[config.mk]
export PLATFORM = sky130hd
export DESIGN_NAME = fir_tdm_sequencer_flat
export DESIGN_NICKNAME = d
export VERILOG_FILES = /design/src/rtl/asrc_pkg.sv /design/src/rtl/fir_tdm_sequencer_if.sv /design/src/rtl/fir_tdm_demux.sv /design/src/rtl/fir_tdm_sequencer.sv /design/src/flat_wrapper.sv
export SDC_FILE = /design/constraint.sdc
export NUM_CORES = 1
export LEC_CHECK = 0
export CORE_ASPECT_RATIO = 1.2
export CORE_MARGIN = 8
export CORE_UTILIZATION = 59
export DETAILED_ROUTE_END_ITERATION = 16
export PLACE_DENSITY = 0.92
export SKIP_LAST_GASP = 1
export SLEW_MARGIN = 20
export SYNTH_ARGS = -nofsm -noshare
export SYNTH_HDL_FRONTEND = slang
export SYNTH_SLANG_ARGS = --single-unit
[constraint.sdc]
create_clock -name AMCLK_i -period 16.25 [get_ports AMCLK_i]
set_clock_uncertainty 0.05 [all_clocks]
set_input_delay 1.625 -clock AMCLK_i [delete_from_list [all_inputs] [get_ports AMCLK_i]]
set_output_delay 1.625 -clock AMCLK_i [all_outputs]
set_load 0.1 [all_outputs]
[src/rtl/asrc_pkg.sv]
// Shared types and default widths for the ASRC / upsampler FIR sequencing path.
package asrc_pkg;

  localparam int unsigned DefInW  = 16;
  localparam int unsigned DefFirW = 24;
  localparam int unsigned DefOutW = 28;

  localparam int unsigned NchMin = 2;
  localparam int unsigned NchMax = 4;

  // Channel counter must reach NchMax-1; receive index must also hold NchMax (overflow marker).
  localparam int unsigned ChW = $clog2(NchMax);
  localparam int unsigned RxW = $clog2(NchMax + 1);

  typedef enum logic [1:0] {
    StIdle,
    StSend,
    StGap
  } seq_state_e;

endpackage

[src/rtl/fir_tdm_sequencer_if.sv]
// Bundle of the I2S-side frame ports and the FIR sink/source streams of fir_tdm_sequencer.
interface fir_tdm_sequencer_if
  import asrc_pkg::*;
#(
  parameter int unsigned NCH   = 2,
  parameter int unsigned IN_W  = DefInW,
  parameter int unsigned FIR_W = DefFirW,
  parameter int unsigned OUT_W = DefOutW
);

  logic [NCH*IN_W-1:0]  in_data_i;
  logic                 in_valid_i;
  logic [IN_W-1:0]      sink_data_o;
  logic                 sink_valid_o;
  logic                 sink_sop_o;
  logic                 sink_eop_o;
  logic [FIR_W-1:0]     source_data_i;
  logic                 source_valid_i;
  logic                 source_sop_i;
  logic                 source_eop_i;
  logic [NCH*OUT_W-1:0] out_data_o;
  logic                 out_valid_o;
  logic                 overrun_o;
  logic                 desync_o;

  // master: the sequencer itself; slave: the surrounding I2S receiver/FIR/transmitter.
  modport master (
    input  in_data_i, in_valid_i,
    output sink_data_o, sink_valid_o, sink_sop_o, sink_eop_o,
    input  source_data_i, source_valid_i, source_sop_i, source_eop_i,
    output out_data_o, out_valid_o, overrun_o, desync_o
  );

  modport slave (
    output in_data_i, in_valid_i,
    input  sink_data_o, sink_valid_o, sink_sop_o, sink_eop_o,
    output source_data_i, source_valid_i, source_sop_i, source_eop_i,
    input  out_data_o, out_valid_o, overrun_o, desync_o
  );

endinterface

[src/rtl/fir_tdm_demux.sv]
// FIR source-stream demultiplexer: rebuilds a parallel, width-extended frame from a packet.
// Framing checks and the sticky desync flag exist only with FIR_SEQ_STATUS_EN defined.
module fir_tdm_demux
  import asrc_pkg::*;
#(
  parameter int unsigned NCH   = 2,
  parameter int unsigned FIR_W = DefFirW,
  parameter int unsigned OUT_W = DefOutW
) (
  input  logic                 clk,
  input  logic                 rst,
  input  logic [FIR_W-1:0]     src_data,
  input  logic                 src_valid,
  input  logic                 src_sop,
  input  logic                 src_eop,
  output logic [NCH*OUT_W-1:0] out_data,
  output logic                 out_valid,
  output logic                 desync
);

  localparam logic [RxW-1:0] NchR  = RxW'(NCH);
  localparam logic [RxW-1:0] LastR = RxW'(NCH - 1);

  logic [RxW-1:0]       rx_q, rx_d, idx;
  logic [NCH*OUT_W-1:0] staging_q, staging_d;
  logic [NCH*OUT_W-1:0] out_data_q;
  logic                 out_valid_q;
  logic [OUT_W-1:0]     beat_word;
  logic                 accept;
  logic                 publish;

  assign beat_word = OUT_W'(src_data) << (OUT_W - FIR_W);

  // Index of the current beat; saturates at NCH so an over-long packet stays detectable.
  always_comb begin
    idx = '0;
    if (!src_sop) begin
      idx = (rx_q >= NchR) ? NchR : rx_q + 1'b1;
    end
  end

`ifdef FIR_SEQ_STATUS_EN
  logic in_frame_q, in_frame_d;
  logic desync_q;
  logic err;

  always_comb begin
    accept     = 1'b0;
    err        = 1'b0;
    in_frame_d = in_frame_q;
    if (src_valid) begin
      if (src_sop) begin
        // A sop always restarts, but cutting a live frame short is still an error.
        accept = 1'b1;
        err    = in_frame_q;
      end else begin
        accept = in_frame_q && (idx < NchR);
        err    = !accept;
      end
      if (accept && src_eop && (idx != LastR)) begin
        accept = 1'b0;
        err    = 1'b1;
      end
      in_frame_d = accept && !src_eop;
    end
  end

  assign publish = src_valid && accept && src_eop;

  always_ff @(posedge clk or posedge rst) begin
    if (rst) begin
      in_frame_q <= 1'b0;
      desync_q   <= 1'b0;
    end else begin
      in_frame_q <= in_frame_d;
      desync_q   <= desync_q | err;
    end
  end

  assign desync = desync_q;
`else
  assign accept  = src_valid && (idx < NchR);
  assign publish = src_valid && src_eop;
  assign desync  = 1'b0;
`endif

  always_comb begin
    staging_d = staging_q;
    rx_d      = rx_q;
    if (src_valid) begin
      rx_d = idx;
      if (accept) begin
        staging_d[int'(idx)*OUT_W +: OUT_W] = beat_word;
      end
    end
  end

  always_ff @(posedge clk or posedge rst) begin
    if (rst) begin
      rx_q        <= '0;
      staging_q   <= '0;
      out_data_q  <= '0;
      out_valid_q <= 1'b0;
    end else begin
      rx_q        <= rx_d;
      staging_q   <= staging_d;
      out_valid_q <= publish;
      if (publish) begin
        out_data_q <= staging_d;
      end
    end
  end

  assign out_data  = out_data_q;
  assign out_valid = out_valid_q;

endmodule

[src/rtl/fir_tdm_sequencer.sv]
// Shares one FIR between NCH channels: one-frame input buffer, serialising FSM, source demux.
// FIR_SEQ_STATUS_EN enables the sticky overrun/desync flags and source framing checks.
module fir_tdm_sequencer
  import asrc_pkg::*;
#(
  parameter int unsigned NCH   = 2,
  parameter int unsigned IN_W  = DefInW,
  parameter int unsigned FIR_W = DefFirW,
  parameter int unsigned OUT_W = DefOutW
) (
  input logic               AMCLK_i,
  input logic               ARST_i,
  fir_tdm_sequencer_if.master bus
);

  localparam logic [ChW-1:0] LastCh = ChW'(NCH - 1);

  seq_state_e           state_q, state_d;
  logic [ChW-1:0]       ch_q, ch_d;
  logic [NCH*IN_W-1:0]  buf_q, shift_q;
  logic                 buf_full_q;
  logic                 load;
  logic                 send;

  always_comb begin
    state_d = state_q;
    ch_d    = ch_q;
    load    = 1'b0;
    unique case (state_q)
      StIdle: begin
        if (buf_full_q) begin
          load    = 1'b1;
          ch_d    = '0;
          state_d = StSend;
        end
      end
      StSend: begin
        if (ch_q == LastCh) begin
          state_d = StGap;
        end else begin
          ch_d = ch_q + 1'b1;
        end
      end
      StGap:   state_d = StIdle;
      default: state_d = StIdle;
    endcase
  end

  always_ff @(posedge AMCLK_i or posedge ARST_i) begin
    if (ARST_i) begin
      state_q <= StIdle;
      ch_q    <= '0;
      shift_q <= '0;
    end else begin
      state_q <= state_d;
      ch_q    <= ch_d;
      if (load) begin
        shift_q <= buf_q;
      end
    end
  end

  // A load frees the slot in the same cycle, so a coincident strobe is still captured.
  always_ff @(posedge AMCLK_i or posedge ARST_i) begin
    if (ARST_i) begin
      buf_q      <= '0;
      buf_full_q <= 1'b0;
    end else if (bus.in_valid_i && (!buf_full_q || load)) begin
      buf_q      <= bus.in_data_i;
      buf_full_q <= 1'b1;
    end else if (load) begin
      buf_full_q <= 1'b0;
    end
  end

`ifdef FIR_SEQ_STATUS_EN
  logic overrun_q;

  always_ff @(posedge AMCLK_i or posedge ARST_i) begin
    if (ARST_i) begin
      overrun_q <= 1'b0;
    end else if (bus.in_valid_i && buf_full_q && !load) begin
      overrun_q <= 1'b1;
    end
  end

  assign bus.overrun_o = overrun_q;
`else
  assign bus.overrun_o = 1'b0;
`endif

  // Sink outputs decode the state register directly, so reset silences them at once.
  assign send             = (state_q == StSend);
  assign bus.sink_valid_o = send;
  assign bus.sink_sop_o   = send && (ch_q == '0);
  assign bus.sink_eop_o   = send && (ch_q == LastCh);
  assign bus.sink_data_o  = send ? shift_q[int'(ch_q)*IN_W +: IN_W] : '0;

  fir_tdm_demux #(
    .NCH   (NCH),
    .FIR_W (FIR_W),
    .OUT_W (OUT_W)
  ) u_demux (
    .clk       (AMCLK_i),
    .rst       (ARST_i),
    .src_data  (bus.source_data_i),
    .src_valid (bus.source_valid_i),
    .src_sop   (bus.source_sop_i),
    .src_eop   (bus.source_eop_i),
    .out_data  (bus.out_data_o),
    .out_valid (bus.out_valid_o),
    .desync    (bus.desync_o)
  );

endmodule

[src/flat_wrapper.sv]
// flat-port wrapper written by rule: the top's interface ports become plain ports
module fir_tdm_sequencer_flat import asrc_pkg::*;
#(
  parameter int unsigned NCH   = 2,
  parameter int unsigned IN_W  = DefInW,
  parameter int unsigned FIR_W = DefFirW,
  parameter int unsigned OUT_W = DefOutW
)
  (AMCLK_i, ARST_i, bus_in_data_i, bus_in_valid_i, bus_sink_data_o, bus_sink_valid_o, bus_sink_sop_o, bus_sink_eop_o, bus_source_data_i, bus_source_valid_i, bus_source_sop_i, bus_source_eop_i, bus_out_data_o, bus_out_valid_o, bus_overrun_o, bus_desync_o);
  fir_tdm_sequencer_if #(.NCH(NCH), .IN_W(IN_W), .FIR_W(FIR_W), .OUT_W(OUT_W)) bus_i ();
  input logic AMCLK_i;
  input logic ARST_i;
  input wire logic [$bits(bus_i.in_data_i)-1:0] bus_in_data_i;
  input wire logic [$bits(bus_i.in_valid_i)-1:0] bus_in_valid_i;
  output wire logic [$bits(bus_i.sink_data_o)-1:0] bus_sink_data_o;
  output wire logic [$bits(bus_i.sink_valid_o)-1:0] bus_sink_valid_o;
  output wire logic [$bits(bus_i.sink_sop_o)-1:0] bus_sink_sop_o;
  output wire logic [$bits(bus_i.sink_eop_o)-1:0] bus_sink_eop_o;
  input wire logic [$bits(bus_i.source_data_i)-1:0] bus_source_data_i;
  input wire logic [$bits(bus_i.source_valid_i)-1:0] bus_source_valid_i;
  input wire logic [$bits(bus_i.source_sop_i)-1:0] bus_source_sop_i;
  input wire logic [$bits(bus_i.source_eop_i)-1:0] bus_source_eop_i;
  output wire logic [$bits(bus_i.out_data_o)-1:0] bus_out_data_o;
  output wire logic [$bits(bus_i.out_valid_o)-1:0] bus_out_valid_o;
  output wire logic [$bits(bus_i.overrun_o)-1:0] bus_overrun_o;
  output wire logic [$bits(bus_i.desync_o)-1:0] bus_desync_o;
  assign bus_i.in_data_i = bus_in_data_i;
  assign bus_i.in_valid_i = bus_in_valid_i;
  assign bus_sink_data_o = bus_i.sink_data_o;
  assign bus_sink_valid_o = bus_i.sink_valid_o;
  assign bus_sink_sop_o = bus_i.sink_sop_o;
  assign bus_sink_eop_o = bus_i.sink_eop_o;
  assign bus_i.source_data_i = bus_source_data_i;
  assign bus_i.source_valid_i = bus_source_valid_i;
  assign bus_i.source_sop_i = bus_source_sop_i;
  assign bus_i.source_eop_i = bus_source_eop_i;
  assign bus_out_data_o = bus_i.out_data_o;
  assign bus_out_valid_o = bus_i.out_valid_o;
  assign bus_overrun_o = bus_i.overrun_o;
  assign bus_desync_o = bus_i.desync_o;
  fir_tdm_sequencer #(.NCH(NCH), .IN_W(IN_W), .FIR_W(FIR_W), .OUT_W(OUT_W)) u_core (.AMCLK_i(AMCLK_i), .ARST_i(ARST_i), .bus(bus_i));
endmodule
; After elaboration in Yosys (flattened, before gate mapping)
; Index checks and enable logic that the tools add are counted.
; W data, S select, Z words.
[word_totals]
out_inout_bits = 78
word_cells = 52
ff_bits = 185
[classes]
order_cmp = 2
mux = 16
reduce_logical = 13
n_mul = 1
eq_ne = 5
add_sub_neg = 3
shifts = 3
[ops]
columns = op, n
row1 = $mux W56, 2
row2 = $bwmux W56, 1
row3 = $shift A28 B34 Y56 const A, 1
row4 = $shiftx A28 B34 Y56, 1
row5 = $neg A8 Y34, 1
row6 = $shiftx A32 B7 Y16, 1
row7 = $mux W16, 1
row8 = $mux W2, 4
row9 = $pmux W2 S2, 2
row10 = $mul A3 B3 Y6 const B, 1
row11 = $mux W3, 2
row12 = $logic_and A1 B1 Y1, 5
row13 = $eq A2 B1 Y1 const B, 2
row14 = $logic_not A2 Y1, 2
row15 = $mux W1, 4
row16 = $ne A2 B2 Y1 const B, 2
row17 = $reduce_bool A2 Y1, 2
row18 = $add A3 B1 Y3 const B, 1
row19 = $ge A3 B2 Y1 const B, 1
row20 = $lt A3 B2 Y1 const B, 1
row21 = $reduce_and A3 Y1, 1
row22 = $add A2 B1 Y2 const B, 1
row23 = $ne A2 B1 Y1 const B, 1
row24 = $reduce_and A2 Y1, 1
row25 = other kinds (2), 2

; Logic depth before layout (Yosys ltp)
; Gate-level depths: netlist (run 1).
[depth]
word_depth = 9
ltp_mapped = 22
ltp_nobuf = 18

; Hierarchy
; Synthesis (run 1) repeated with hierarchy kept, for this count alone.
[hier_totals]
cells_unflattened = 928
hier_area_um2 = 10000.8
[modules_own_cells]
columns = mod, area_each_um2, n_inst, cells_each
row1 = fir_tdm_demux, 6578.8, 1, 615
row2 = fir_tdm_sequencer, 3422.0, 1, 313

; Worst setup path before layout (run 1)
; No wires, ideal clock.
[synth_path]
path_type = input-to-reg
start = in bus_source_sop_i
end = reg u_core.u_demux.out_data_q[16], in the netlist u_core.u_demux.out_data[16]
slack_ps = 9726
t_arrival_ps = 6349
setup_time_ps = 125
path_buffers = 3
cell_stages = 17
cell_sequence = nor4_4 > nand2_1 > buf_4 > clkbuf_1 > fa_1 > ha_1 > inv_1 > fa_1 > clkbuf_1 > nand4b_1 > ha_1 > nor4b_1 > o211ai_1 > nor4b_1 > a31o_2 > mux2_2 > mux2_2
[synth_via]
elab_chain_len = 7
elab_cells_between_ends = 10
[synth_lines]
columns = item, line_no
row1 = start: declaration, flat_wrapper.sv:21  ; input wire logic [$bits(bus_i.source_sop_i)-1:0] bus_source_sop_i;
row2 = $mux W3 (*), fir_tdm_demux.sv:37  ; if (!src_sop) begin
row3 = $mul A3 B3 Y6, fir_tdm_demux.sv:93  ; staging_d[int'(idx)*OUT_W +: OUT_W] = beat_word;
row4 = $neg A8 Y34, fir_tdm_demux.sv:93
row5 = $shiftx A28 B34 Y56 or $shift A28 B34 Y56 (tied branches), fir_tdm_demux.sv:93
row6 = $bwmux W56, fir_tdm_demux.sv:93
row7 = $mux W56 (*), fir_tdm_demux.sv:92  ; if (accept) begin
row8 = $mux W56 (*), fir_tdm_demux.sv:90  ; if (src_valid) begin
row9 = via u_core.u_demux.staging_d[16], fir_tdm_demux.sv:25  ; logic [NCH*OUT_W-1:0] staging_q, staging_d;
row10 = end signal: assignment, fir_tdm_demux.sv:109  ; out_data_q <= staging_d;
row11 = end: declaration, fir_tdm_demux.sv:26  ; logic [NCH*OUT_W-1:0] out_data_q;
; The timed path passes the listed nets; every way through them passes the cells marked *.
; A chain may end at the register's enable or synchronous reset.

; Final worst setup path (run 1)
[layout_path]
start = in bus_source_sop_i
end = reg u_core.u_demux.out_data_q[9], in the netlist u_core.u_demux.out_data[9]
; The elaborated chain is that of the path after synthesis.

==> results of run 1 <==
[routing by layer]
layer  wire length, um  vias to the layer above  global-route usage [%]
met5                 0                        -                       0
met4              1260                        0                    13.1
met3              2320                      110                    6.38
met2             14000                      485                    46.9
met1             10500                     3846                    32.4
li1                  -                     3412                       -
[layout by cell type (no fill, tap or decap), drive strengths merged, types with 12 or more instances in the layout]
master / n
dfrtp: 185
clkdlybuf4s50: 137
mux2: 129
nand2: 72
o21ai: 67
a21oi: 39
nand3: 34
inv: 31
nor2: 30
mux2i: 21
o31ai: 20
clkbuf: 17
a31oi: 14
ha: 12
[layout make-up]
class,instances,area [um^2]
timing repair buffer,147,1450
clock inverter,15,179
multi-input combinational,596,4500
sequential,185,4630
tap,208,260
inverter,24,95.1
clock buffer,17,425
fill,1043,4100
[synthesized netlist by cell type (all sizes together), types with 5 or more instances]
master	number	area share, %
dfrtp	185	49
nand4	9	0.60
nor4b	6	0.56
a22o	9	0.84
a211oi	10	0.80
a21oi	39	2.1
nand2b	9	0.60
a32o	8	0.85
o211ai	10	0.80
a2111oi	11	1.2
nor2	30	1.2
o21ai	67	3.6
or3	5	0.33
o31ai	20	1.6
nand2	72	2.9
o22ai	9	0.60
mux2	129	15
clkbuf	43	1.7
ha	12	1.6
nand3	34	1.8
a31oi	14	0.93
mux2i	21	2.2
nor3	7	0.42
buf	16	0.81
inv	23	0.92
[logic make-up (layout without fill, tap and decap cells)]
logic type               count (synthesis)  count (layout)  share of synthesized area (%)
AND/OR/NAND/NOR                        194             194                           10.2
adder cells (fa/ha/maj)                 15              15                           2.23
other                                    1               2                         0.0398
flip-flops                             185             185                           49.1
buffers and inverters                   83             203                           3.48
AO/OA/AOI/OAI                          225             225                           15.9
XOR/XNOR                                 6               6                          0.557
multiplexers                           154             154                           18.6
[sequential cells by signal, indices dropped and copies added, names as in the netlist]
register                  flops
u_core.buf_full_q             1
u_core.buf_q                 32
u_core.shift_q               32
u_core.state_q                2
u_core.u_demux.staging_q     56
u_core.u_demux.rx_q           3
u_core.ch_q                   2
u_core.u_demux.out_valid      1
u_core.u_demux.out_data      56
[critical path: stages]
cell	delay, ns
clkdlybuf4s50_1	0.58
nor4_4	0.50
nand2_1	0.58
fa_1	0.72
ha_1	0.15
inv_1	0.06
fa_1	0.86
nand4b_1	0.17
ha_1	0.63
nor4b_1	0.40
o211ai_1	0.18
nor3b_1	0.95
buf_4	0.30
a31oi_1	0.11
mux2_2	0.37
mux2_2	0.26
[path summary, 6_finish.rpt]
path	from	to	slack (ns)	cells past startpoint
worst max-delay path	bus_source_sop_i	u_core.u_demux.out_data[9]	8.05	16
worst min-delay path	u_core.u_demux.staging_q[42]	u_core.u_demux.staging_q[42]	0.43	2
worst max register to register	u_core.u_demux.rx_q[0]	u_core.u_demux.out_data[9]	8.97	20
worst min register to register	u_core.u_demux.staging_q[42]	u_core.u_demux.staging_q[42]	0.43	2
max in group asynchronous	ARST_i	u_core.u_demux.staging_q[9]	13.15	3
min in group asynchronous	ARST_i	u_core.u_demux.out_data[37]	1.70	2
[per-stage QoR]
step | area [um^2] | hold slack [ns] | setup WS (ns)
after global placement | 10900 | 0.405 | 7.99
final | 11500 | 0.432 | 8.05
after detailed placement | 10900 | 0.416 | 7.76
after floorplan | 9430 | 0.390 | 9.55
after CTS | 11500 | 0.434 | 8.20
after global routing | 11500 | 0.445 | 7.75
==> results.py, run 1 <==
metrics = {
    "yosys": {
        "ys_warn_count": 0,
        "synth_area_mm2": 0.00943,
        "synth_seq_area_share_pct": 49.1,
        "synthCells": 863,
        "ys.flop_type": "dfrtp_1",
        "synth-seq-cells": 185,
        "synthArstFlopShare_pct": 100,
        "avgSynthCellArea_um2": 10.9,
        "synth_edf_count": 0,
        "yosysUniqueCellTypes": 62,
    },
    "cts": {
        "cts.sink_count": 185,
        "cts_buffer_depth": 2,
        "clock_latency_ns": 0.44,
        "clk_pin_slew_ns": 0.07,
        "post_cts_buffers": 0,
        "postCtsHoldBufs": 0,
        "cts-resized-gates": 0,
        "tritoncts": "yes",
        "cts_root_buffer": "clkbuf_16",
        "cts-htree-levels": 4,
        "cts_buffers": 17,
    },
    "worst_setup_path": {
        "cp-end-kind": "flop",
        "start_kind": "primary input",
        "cp.arrival_ns": 8.47,
        "path_class": "in -> reg",
        "crit_required_ns": 16.52,
        "critPathMaxFanout": 22,
    },
    "placed_design": {
        "numPortBuffers": 137,
        "place_congestion": 0.959,
        "dpl.hpwl_um": 19600,
        "dpl.cell_count": 1160,
    },
    "drt": {
        "drc": 0,
        "wl_per_cell_um": 23.5,
        "drtPass1Iterations": 6,
        "ant_nets": 0,
        "drtIter0Drc": 1042,
        "wl_um": 28100,
        "route.vias.total": 7853,
        "routed_via_density": 6.59,
    },
    "floorplan": {
        "ios": 140,
        "die_h_um": 154,
        "initial_core_util_pct": 60.3,
        "placementRows": 50,
        "core_area_mm2": 0.0156,
        "die_w_um": 131,
        "die-area_mm2": 0.0203,
    },
    "finish": {
        "final_cells": 1192,
        "antenna_cells": 0,
        "postLayoutCoreUtil_pct": 73.8,
        "syn_to_final_growth_pct": 22.3,
        "drive_gt1_share_pct": 19.0,
        "nets": 1048,
    },
    "grt": {
        "grt_pass1_vias": 7862,
        "grt_usage_pct": 27.5,
        "grt_max_degree": 99,
        "grt_pass1_wl_um": 44400,
        "antenna_found_initial": 0,
        "grt-ovfl-total": 0,
    },
    "timing": {
        "finalCriticalPeriod_ns": 8.20,
        "timing.setup.tns_ns": 0,
        "max_freq_mhz": 122,
        "slew_headroom_pct": 23.3,
        "hold_violations": 0,
        "tightestPinTransition_ns": 1.15,
        "finalSetupViolations": 0,
        "drv_slew": 0,
        "period_share_pct": 50.4,
        "rsz0062_at_grt": "no",
    },
    "run_status": {
        "run_status": "completed",
    },
    "worst_hold_path": {
        "min_path_type": "reg -> reg",
    },
    "flow_run": {
        "maxCapViolCount": 0,
    },
}
Power of run 1 is left out: the tool's default activity adds up to more than one toggle a clock period on the data nets, which glitch-free logic cannot reach.
==> run 2: changes to the inputs <==
CORE_UTILIZATION = 50   (was 59)
PLACE_DENSITY = 0.83   (was 0.92)
clock period = 6.8 ns   (was 16.25 ns; I/O delays follow)
==> run 2 against run 1 <==
Net effect: cell count grew 4.9%; routed wire length shrank 5.2%; via count shrank 3.9%; critical endpoint is now u_core.u_demux.out_data[20]; flip-flop and latch count is the same; register-to-register slack lost 8.2 ns; die area grew 16%.
==> results.py, run 2 (synthesis gave the netlist of run 1 again) <==
metrics = {
    "run_status": {
        "run_status": "completed",
    },
    "worst_setup_path": {
        "r2r_cells": 19,
        "critPathMaxFanout": 18,
        "r2r-start": "u_core.u_demux.rx_q[1]",
        "crit_start": "u_core.u_demux.rx_q[1]",
        "crit_required_ns": 7.05,
        "start_kind": "flop",
        "cp-end-kind": "flop",
        "cp.arrival_ns": 6.29,
        "r2r_slack_ns": 0.76,
        "path_class": "reg -> reg",
        "critPathCapture": "u_core.u_demux.out_data[20]",
        "r2r-end": "u_core.u_demux.out_data[20]",
    },
    "drt": {
        "drc": 0,
        "drtIter0Drc": 764,
        "wl_um": 26600,
        "route.vias.total": 7546,
        "ant_nets": 0,
        "routed_via_density": 6.03,
        "wl_per_cell_um": 21.3,
        "drtPass1Iterations": 6,
    },
    "timing": {
        "hold_violations": 0,
        "slew_headroom_pct": 30.3,
        "period_share_pct": 88.8,
        "finalCriticalPeriod_ns": 6.04,
        "drv_slew": 0,
        "max_freq_mhz": 166,
        "tightestPinTransition_ns": 1.04,
        "timing.setup.tns_ns": 0,
        "rsz0062_at_grt": "no",
        "finalSetupViolations": 0,
    },
    "cts": {
        "cts-resized-gates": 0,
        "cts-htree-levels": 4,
        "postCtsHoldBufs": 0,
        "post_cts_buffers": 0,
        "cts_buffer_depth": 2,
        "clk_pin_slew_ns": 0.08,
        "cts_buffers": 17,
        "cts_root_buffer": "clkbuf_16",
        "tritoncts": "yes",
        "clock_latency_ns": 0.44,
        "cts.sink_count": 185,
    },
    "floorplan": {
        "core_area_mm2": 0.0186,
        "ios": 140,
        "placementRows": 55,
        "die_w_um": 141,
        "initial_core_util_pct": 50.6,
        "die_h_um": 166,
        "die-area_mm2": 0.0235,
    },
    "finish": {
        "nets": 1059,
        "postLayoutCoreUtil_pct": 62.5,
        "drive_gt1_share_pct": 19.8,
        "multiInputGateArea_mm2": 0.00449,
        "final_common_cell": "dfrtp_1",
        "register_area_mm2": 0.00463,
        "final_cell_mix": "dfrtp_1, clkdlybuf4s50_1, mux2_2",
        "syn_to_final_growth_pct": 23.6,
        "fillCellCount": 1520,
        "antenna_cells": 0,
    },
    "grt": {
        "grt-ovfl-total": 0,
        "antenna_found_initial": 0,
        "grt_max_degree": 118,
        "grt_usage_pct": 23.0,
        "grt_pass1_wl_um": 42600,
        "grt_pass1_vias": 7699,
    },
    "placed_design": {
        "place_congestion": 1.01,
        "numPortBuffers": 137,
        "dpl.hpwl_um": 19300,
    },
    "flow_run": {
        "maxCapViolCount": 0,
    },
    "worst_hold_path": {
        "min_path_type": "reg -> reg",
    },
}
[run 2: cell count changes in the layout (fill, tap and decap cells not counted)]
cell,before,now
clkinv_8,2,1
clkinv_4,1,2
clkbuf_8,0,1
buf_4,9,21
a2bb2oi_2,1,0
clkinvlp_4,3,1
a2bb2oi_1,0,1
inv_12,1,0
inv_6,5,6
clkinv_2,0,1
buf_6,1,0
[run 2: worst min-delay path by stage]
stage | slack, ns | endpoint | startpoint | cells past startpoint
after floorplan | 0.39 | u_core.u_demux.staging_q[28] | u_core.u_demux.staging_q[28] | 2
after global placement | 0.41 | u_core.u_demux.staging_q[30] | u_core.u_demux.staging_q[30] | 2
after detailed placement | 0.41 | u_core.u_demux.staging_q[29] | u_core.u_demux.staging_q[29] | 2
after CTS | 0.43 | u_core.u_demux.staging_q[28] | u_core.u_demux.staging_q[28] | 2
after global routing | 0.46 | u_core.u_demux.out_data[23] | u_core.u_demux.out_data[23] | 2
final | 0.43 | u_core.u_demux.out_data[24] | u_core.u_demux.out_data[24] | 2
[run 2: cell type report]
type                            instances  area share [%]
Timing Repair Buffer                  158            13.1
Clock buffer                           18            3.77
Tap cell                              256            2.75
Clock inverter                         14            1.30
Multi-Input combinational cell        596            38.5
Sequential cell                       185            39.7
Inverter                               24           0.837
[run 2: worst max-delay path: stages (launching register included)]
cell and delay (ns):
dfrtp_1 0.56, ha_1 0.34, nor2_2 0.05, buf_4 0.20
a31oi_1 0.35, inv_1 0.23, fa_1 0.58, ha_1 0.17
inv_1 0.05, fa_1 0.40, xor2_1 0.16, buf_4 0.16
nand4b_1 0.11, ha_1 0.40, nor4b_1 0.32, o211ai_1 0.20
nor3b_1 0.58, a221oi_1 0.21, a2111oi_0 0.64, o31ai_1 0.14
[run 2: per-layer routing]
layer  vias to the layer above  routed length, um  track usage, %
li1                       3444                  -               -
met1                      3621               9910            26.6
met2                       393              12800            37.8
met3                        88               2700            7.98
met4                         0               1220            10.5
met5                         -                  0               0
[run 2: through the flow]
step	cells	cell area, um^2	hold WS, ns	worst slack, ns
detailed placement	1219	11100	0.413	0.686
finish	1251	11700	0.425	0.764
floorplan	864	9430	0.390	0.813
global placement	1219	11100	0.408	0.825
global route	1251	11700	0.455	0.212
CTS	1251	11700	0.432	0.783
Power of run 2 is left out for the same reason.
